`config.mk`:
```
export PLATFORM = sky130hd
export DESIGN_NAME = bt_update_queue
export DESIGN_NICKNAME = d
export VERILOG_FILES = /design/src/rtl/bt_update_queue.sv
export SDC_FILE = /design/constraint.sdc
export NUM_CORES = 2
export LEC_CHECK = 0
export BUFFER_PORTS_ARGS = -buffer_cell sky130_fd_sc_hd__buf_2
export CAP_MARGIN = 20
export CORE_ASPECT_RATIO = 1.75
export CORE_MARGIN = 10
export CORE_UTILIZATION = 31
export DETAILED_ROUTE_END_ITERATION = 6
export GPL_TIMING_DRIVEN = 0
export SLEW_MARGIN = 20
export SYNTH_ARGS = -nofsm -noshare
export SYNTH_HDL_FRONTEND = slang
export SYNTH_SLANG_ARGS = --single-unit
```
`constraint.sdc`:
```
create_clock -name clk -period 10.2 [get_ports clk]
set_clock_uncertainty 0.1 [all_clocks]
set_input_delay 0.51 -clock clk [delete_from_list [all_inputs] [get_ports clk]]
set_output_delay 0.51 -clock clk [all_outputs]
set_load 0.02 [all_outputs]
```
`src/rtl/bt_update_queue.sv`:
```
// Branch-target update queue: collects ALU BTUpdate records, merges same-src updates,
// and drains one record per cycle into the BTB write port.
package bt_update_queue_pkg;
   typedef struct packed {
      logic        valid;
      logic [31:0] src;
      logic [31:0] dst;
      logic        isJump;
      logic        isCall;
      logic        compressed;
      logic        clean;
      logic        multiple;
      logic [2:0]  multipleOffs;
      logic [2:0]  fetchStartOffs;
   } bt_update_t;
endpackage

module bt_update_queue
   import bt_update_queue_pkg::*;
#(
   parameter int unsigned NUM_IN = 2,
   parameter int unsigned DEPTH  = 4,
   parameter int unsigned CNT_W  = 8
) (
   input  logic             clk,
   input  logic             rst,
   input  bt_update_t       IN_btUpdate [NUM_IN],
   input  logic             IN_clear,
   input  logic             IN_btReady,
   output bt_update_t       OUT_btUpdate,
   output logic             OUT_full,
   output logic [CNT_W-1:0] OUT_dropCnt
);

   localparam int unsigned PTR_W  = $clog2(DEPTH);
   localparam int unsigned CNT_QW = PTR_W + 1;
   localparam int unsigned DROP_W = $clog2(NUM_IN + 1);

   bt_update_t              ent      [DEPTH];
   bt_update_t              nxt_ent  [DEPTH];
   logic [DEPTH-1:0]        vld, nxt_vld;
   logic [PTR_W-1:0]        head, nxt_head, tail, nxt_tail;
   logic [CNT_QW-1:0]       cnt, nxt_cnt;
   logic [CNT_W-1:0]        drop_cnt, nxt_drop_cnt;
   logic [DROP_W-1:0]       n_drop;
   logic [CNT_W:0]          drop_sum;
   logic                    pop, hit;
   logic [PTR_W-1:0]        hit_idx;
   bt_update_t              out_q, nxt_out;
   logic                    full_q;

   // Next-state: clear, else pop then port-ordered merge / allocate / drop.
   always_comb begin
      nxt_ent      = ent;
      nxt_vld      = vld;
      nxt_head     = head;
      nxt_tail     = tail;
      nxt_cnt      = cnt;
      nxt_drop_cnt = drop_cnt;
      n_drop       = '0;
      drop_sum     = '0;
      hit          = 1'b0;
      hit_idx      = '0;
      pop          = out_q.valid && IN_btReady;

      if (IN_clear) begin
         nxt_vld  = '0;
         nxt_head = '0;
         nxt_tail = '0;
         nxt_cnt  = '0;
      end else begin
         if (pop) begin
            nxt_vld[head] = 1'b0;
            nxt_head      = head + PTR_W'(1);
            nxt_cnt       = cnt - CNT_QW'(1);
         end
         for (int p = 0; p < NUM_IN; p++) begin
            if (IN_btUpdate[p].valid) begin
               hit     = 1'b0;
               hit_idx = '0;
               for (int i = 0; i < DEPTH; i++) begin
                  if (nxt_vld[i] && nxt_ent[i].src == IN_btUpdate[p].src) begin
                     hit     = 1'b1;
                     hit_idx = PTR_W'(i);
                  end
               end
               if (hit) begin
                  nxt_ent[hit_idx].dst            = IN_btUpdate[p].dst;
                  nxt_ent[hit_idx].isJump         = IN_btUpdate[p].isJump;
                  nxt_ent[hit_idx].isCall         = IN_btUpdate[p].isCall;
                  nxt_ent[hit_idx].compressed     = IN_btUpdate[p].compressed;
                  nxt_ent[hit_idx].multiple       = IN_btUpdate[p].multiple;
                  nxt_ent[hit_idx].multipleOffs   = IN_btUpdate[p].multipleOffs;
                  nxt_ent[hit_idx].fetchStartOffs = IN_btUpdate[p].fetchStartOffs;
               end else if (nxt_cnt < CNT_QW'(DEPTH)) begin
                  nxt_ent[nxt_tail] = IN_btUpdate[p];
                  nxt_vld[nxt_tail] = 1'b1;
                  nxt_tail          = nxt_tail + PTR_W'(1);
                  nxt_cnt           = nxt_cnt + CNT_QW'(1);
               end else begin
                  n_drop = n_drop + DROP_W'(1);
               end
            end
         end
         drop_sum     = (CNT_W+1)'(drop_cnt) + (CNT_W+1)'(n_drop);
         nxt_drop_cnt = drop_sum[CNT_W] ? '1 : drop_sum[CNT_W-1:0];
      end

      nxt_out       = nxt_ent[nxt_head];
      nxt_out.valid = (nxt_cnt != '0);
   end

   always_ff @(posedge clk or negedge rst) begin
      if (!rst) begin
         for (int i = 0; i < DEPTH; i++) ent[i] <= '0;
         vld      <= '0;
         head     <= '0;
         tail     <= '0;
         cnt      <= '0;
         drop_cnt <= '0;
         out_q    <= '0;
         full_q   <= 1'b0;
      end else begin
         ent      <= nxt_ent;
         vld      <= nxt_vld;
         head     <= nxt_head;
         tail     <= nxt_tail;
         cnt      <= nxt_cnt;
         drop_cnt <= nxt_drop_cnt;
         out_q    <= nxt_out;
         full_q   <= (nxt_cnt == CNT_QW'(DEPTH));
      end
   end

   assign OUT_btUpdate = out_q;
   assign OUT_full     = full_q;
   assign OUT_dropCnt  = drop_cnt;

endmodule

```
Word level (Yosys, flattened, before mapping)
Index checks and enable logic that the tools add are counted.
Widths: inputs -> output; s select.

operators by class
  $add $sub $neg = 8
  magnitude comparators = 17
  eq/ne operators = 9
  muxes and demuxes = 126
  bitwise operators = 9
  reductions and logical operators = 17

operators by type and width
  kind                 number
  $bwmux 304           16
  $demux 76 s2         16
  $mux 304             8
  $eq 32x32->1         8
  $bmux 76 s2          1
  $mux 76              2
  $mux 75              2
  $mux 43              2
  $mux 2               23
  $mux 4               10
  $mux 3               12
  $mux 11              2
  $mux 1               20
  $mux 10              2
  $mux 9               2
  $logic_and 1x1->1    16
  $ge 3x3->1 const B   5
  $not 2->3            5
  $mux 7               2
  $lt 3x1->1 const B   4
  $mux 6               2
  $add 8x2->9          1
  $lt 2x3->1 const B   3
  $add 2x1->2 const B  4
  other kinds (11)     18

storage, ports and cells
  register bits after elaboration = 400
  bits of input ports = 156
  output and inout port bits = 85

Logic depth before layout (Yosys ltp)
  word-level depth = 54
  depth in mapped cells = 25
  mapped depth without buffers = 21

Worst setup path after synthesis
No wires, ideal clock.

  path kind = input to register
  start = input port IN_btUpdate[143] (netlist bit)
  end = register drop_cnt[1] (netlist: OUT_dropCnt[1])
  setup time = 87 ps
  arrival = 5,334 ps
  data required time = 10,013 ps
  path slack = 4,679 ps
  cell stages on the path = 23
  path through = buf_2 -> xnor2_1 -> nand4_1 -> or4_1 -> or3_1 -> buf_2 -> and3b_1 -> clkbuf_1 -> nand2_2 -> buf_4 -> mux2i_1 -> o221ai_1 -> or4b_2 -> nor2_1 -> nor3_1 -> mux2_2 -> ha_1 -> inv_1 -> fa_1 -> nand2b_1 -> nor3_1 -> nand3_1 -> o211ai_1

between the ends
  word-level cells in the longest chain between the ends = 32
  elaborated cells on any way between the ends = 70
  those cells by class = add/sub: 2; order compare: 1; eq/ne: 8; mux: 50; bitwise: 1; reduce/logical: 8

RTL lines
  item                             line  source
  start, declared                  27    input bt_update_t IN_btUpdate [NUM_IN],
  $eq 32x32->1                     82    if (nxt_vld[i] && nxt_ent[i].src == IN_btUpdate[p].src) begin
  $logic_and 1x1->1                82
  $mux 1                           82
  $mux 2 (2 in series)             82
  $mux 2                           78    if (IN_btUpdate[p].valid) begin
  $mux 2                           66    if (IN_clear) begin
  $not 2->3 (implied by the code)  n/a
  $demux 76 s2                     88    nxt_ent[hit_idx].dst = IN_btUpdate[p].dst;
  [... 12 more ...]                n/a
  $mux 1 (4 in series)             82
  $mux 1                           78
  $mux 1                           66
  $mux 2                           87    if (hit) begin
  $mux 2 *                         78
  $mux 2 *                         66
  $add 8x2->9 *                    105   drop_sum = (CNT_W+1)'(drop_cnt) + (CNT_W+1)'(n_drop);
  $mux 8 *                         106   nxt_drop_cnt = drop_sum[CNT_W] ? '1 : drop_sum[CNT_W-1:0];
  end signal, assigned             129   drop_cnt <= nxt_drop_cnt;
  end, declared                    44    logic [CNT_W-1:0] drop_cnt, nxt_drop_cnt;

Mark *: on every way between the ends. The rest lies on a longest branch, timed or not. The select of a mux whose other input is x is not followed.
A chain may end at the register's enable or synchronous reset.

==> metrics.txt <==
outcome finished, final reports clean; end of the worst register-to-register path OUT_btUpdate[60]$_DFF_PN0_; via total after detailed routing 31870; Worst Reg2Reg Path Length in Cells 21; power density relative to cell area 331.1 mW/mm^2; # H-tree levels 2; largest cells by area after synthesis dfrtp_1 35%, mux2i_1 5.0%, nand2_1 4.3%; count of clock tree sinks 396; data arrival time of the critical path 9420 ps; Post-CTS Hold Buffers 1; maximum operating frequency 109.5 MHz; router iterations before antenna repair 6; wire length reported by the detailed router 191200 um; synthesized area per cell 8.599 um^2; CTS clk-pin slew, worst paths approximately 70 ps; total of buffers placed on input and output ports 208; HP Start IN_btUpdate[92]; Hold Path Cell Cnt 2; synthesized netlist net count between 3000 and 4000; number of synthesized register bits 396; Hold/Removal Path Class in2reg; Critical Setup Path Class in2reg; most frequent CP cell buf_2; residual DRC count 0; number of endpoints failing setup at the final stage 0; antenna violations before repair 24; Clock Root Buffer clkbuf_16; setup slack of the most critical reg-to-reg path about 1300 ps; MaxCap Viol Count 0; width of the die 249.9 um; Synth area leader dfrtp_1; CTS tree done; Global Route Usage Sum 34.89%; average wire per cell in the routed design around 40 um; DR iter-0 viols 4067; highest net fanout along the worst path 10; Setup Buffers After CTS 0; via count of the first global-routing pass 31910; Worst path slowest cell o21ai_0; number of routed nets with antenna violations 0; setup repair after global routing missed its margin false; Core Region 0.09178 mm^2; Post-CTS Resized 0; clock period minus final worst setup slack slightly above 9000 ps; portion of the post-synthesis area used by sequential elements 34.56%; critical path's top delay family buffers and inverters; clock buffers created by TritonCTS 44; worst endpoint required time 10490 ps; effective utilization at floorplan 31.24%; fraction of the cycle the final worst path needs about nine tenths; vias per inst 6.593; startpoint kind of the worst setup timing path primary input; slew at the pin with the worst max-slew slack approximately 1300 ps; Congestion Overflow GR 0; number of instances in the synthesized netlist between 3000 and 4000; synth unique cells 88; most frequently used cell type in the post-synthesis netlist dfrtp_1; DIE AREA 0.1055 mm^2; final net count 3772; mapped cell area 0.02867 mm^2; Final Instance Area 0.03309 mm^2; global-route wire length before repair 260400 um; peak supply drop between 0.15 and 0.2 mV; critical path endpoint category register; P_leak 13.65 nW; height of the chip 422.3 um; share of final-layout standard cells stronger than drive strength 1 between 10% and 20%; async set-reset flop share out of synthesis 100.0%; total placed instance area 0.03138 mm^2; maximum number of pins on one net before global-route repair 87; Synth-to-Final Area Change 15.41%; Primary FF master, synth dfrtp_1; end of the worst hold path ent[92]$_DFF_PN0_; final weighted congestion of routability-driven global placement 1.098; biggest cell delay along the critical path 1040 ps; top cells by count, synth 396 x dfrtp_1, 326 x nand2_1, 218 x clkbuf_1, 201 x nor2_1, 159 x nand3_1; final number of hold-violating endpoints 0; Buffers & Inverters on Critical Path 8; warning count from the yosys run 0; beginning of the worst register-to-register path head[0]$_DFF_PN0_; I/O pin count between 200 and 250; minimum hold slack 117.2 ps; Detail Placement HPWL 144600 um; EDFF count, synth 0; clock latency reported for the late side of the worst-skew pair ~640 ps; share of Yosys cell area claimed by the top area cell type 34.56%; final max-slew violation count 0; clock tree buffer depth 3; relative slew slack 14.09%; num rows 147; cell breakdown of the critical path buf_2 -> buf_1 -> xor2_1 -> nor4_1 -> nand3_1 -> o31ai_1 -> or4b_1 -> buf_2 -> buf_2 -> clkbuf_1 -> buf_2 -> o21ai_0 -> nand4_1 -> nor2_1 -> nand4_1 -> o41ai_2 -> nor2_1 -> clkbuf_1 -> clkbuf_1 -> a22oi_1 -> o21ai_0 -> nand4_1
## kinds of logic after synthesis
kind of cell,synth area share (%)
AND/OR/NAND/NOR,19.11
buffers and inverters,6.241
adder cells (fa/ha/maj),0.8554
multiplexers,6.293
AO/OA/AOI/OAI,26.22
flip-flops,34.56
XOR/XNOR,6.721
## final cells by class
class	count	area [um^2]
Multi-Input combinational cell	2515	17030
Timing Repair Buffer	217	1206
Antenna cell	12	30.03
Inverter	97	364.1
Tap cell	1192	1491
Buffer	326	1449
Clock inverter	21	359.1
Sequential cell	396	9910
Fill cell	9633	58690
Clock buffer	58	1244
## worst max path at each step
stage	slack, ps	to	startpoint	depth (start not counted)
detailed placement	1010	OUT_btUpdate[67]$_DFF_PN0_	IN_btUpdate[121]	20
global placement	-400	OUT_btUpdate[60]$_DFF_PN0_	rst	1
CTS	1590	OUT_btUpdate[67]$_DFF_PN0_	head[0]$_DFF_PN0_	21
finish	1070	OUT_btUpdate[74]$_DFF_PN0_	IN_btUpdate[121]	22
floorplan	4680	OUT_dropCnt[1]$_DFFE_PN0N_	IN_btUpdate[143]	23
global route	1100	OUT_btUpdate[60]$_DFF_PN0_	head[0]$_DFF_PN0_	21
## per-stage QoR
stage | cells | worst slack, ps | setup TNS, ps | util [%] | total power [mW]
floorplan | 3334 | 4679 | 0 | - | 6.370
global placement | 4734 | -400.4 | -131460 | 34.00 | 8.750
global route | 4827 | 1101 | 0 | 36.03 | 11.29
detailed placement | 4740 | 1005 | 0 | 34.19 | 8.800
finish | 4834 | 1069 | 0 | 36.05 | 10.96
CTS | 4820 | 1589 | 0 | 35.95 | 10.69
## flip-flops by register name, indices dropped and copies added, names as in the netlist
signal / flops
tail: 2
cnt: 3
ent: 300
vld: 4
OUT_dropCnt: 8
OUT_full: 1
head: 2
OUT_btUpdate: 76
## routing by layer
| metal | GRT usage (%) | vias to the layer above | part of all wire, % |
|---|---|---|---|
| met5 | 0 | - | 0.079 |
| met3 | 8.360 | 856 | 8.3 |
| met2 | 56.46 | 2351 | 46 |
| li1 | - | 12990 | - |
| met4 | 36.09 | 24 | 13 |
| met1 | 35.64 | 15650 | 33 |
## cell usage in the layout (no fill, tap or decap), drive strengths merged, types with 26 or more instances in the layout
| cell | n |
|---|---|
| clkbuf | 277 |
| or2 | 32 |
| o31ai | 46 |
| o22ai | 87 |
| o2111ai | 95 |
| xor2 | 104 |
| nor2b | 35 |
| o21ai | 126 |
| a22oi | 43 |
| o211ai | 66 |
| dfrtp | 396 |
| mux2 | 34 |
| a21oi | 95 |
| a221o | 26 |
| xnor2 | 116 |
| o22a | 27 |
| nor2 | 202 |
| nand2 | 327 |
| nand3 | 160 |
| nand4 | 69 |
| mux2i | 142 |
| or3 | 56 |
| nand2b | 51 |
| a32oi | 31 |
| inv | 94 |
| o211a | 78 |
| o21bai | 30 |
| nor4 | 47 |
| o221ai | 30 |
| buf | 323 |
| a2bb2oi | 61 |
| nor3 | 73 |
## power breakdown
| group | total (mW) | internal (mW) | leakage [nW] | switching (mW) |
|---|---|---|---|---|
| sequential | 3.01 | 2.32 | 4.50 | 0.695 |
| clock | 1.86 | 1.05 | 0.770 | 0.814 |
| combinational | 6.08 | 2.08 | 8.38 | 4.00 |
| total | 11.0 | 5.44 | 13.7 | 5.51 |
Note: power is estimated with default switching activity, not from simulation.
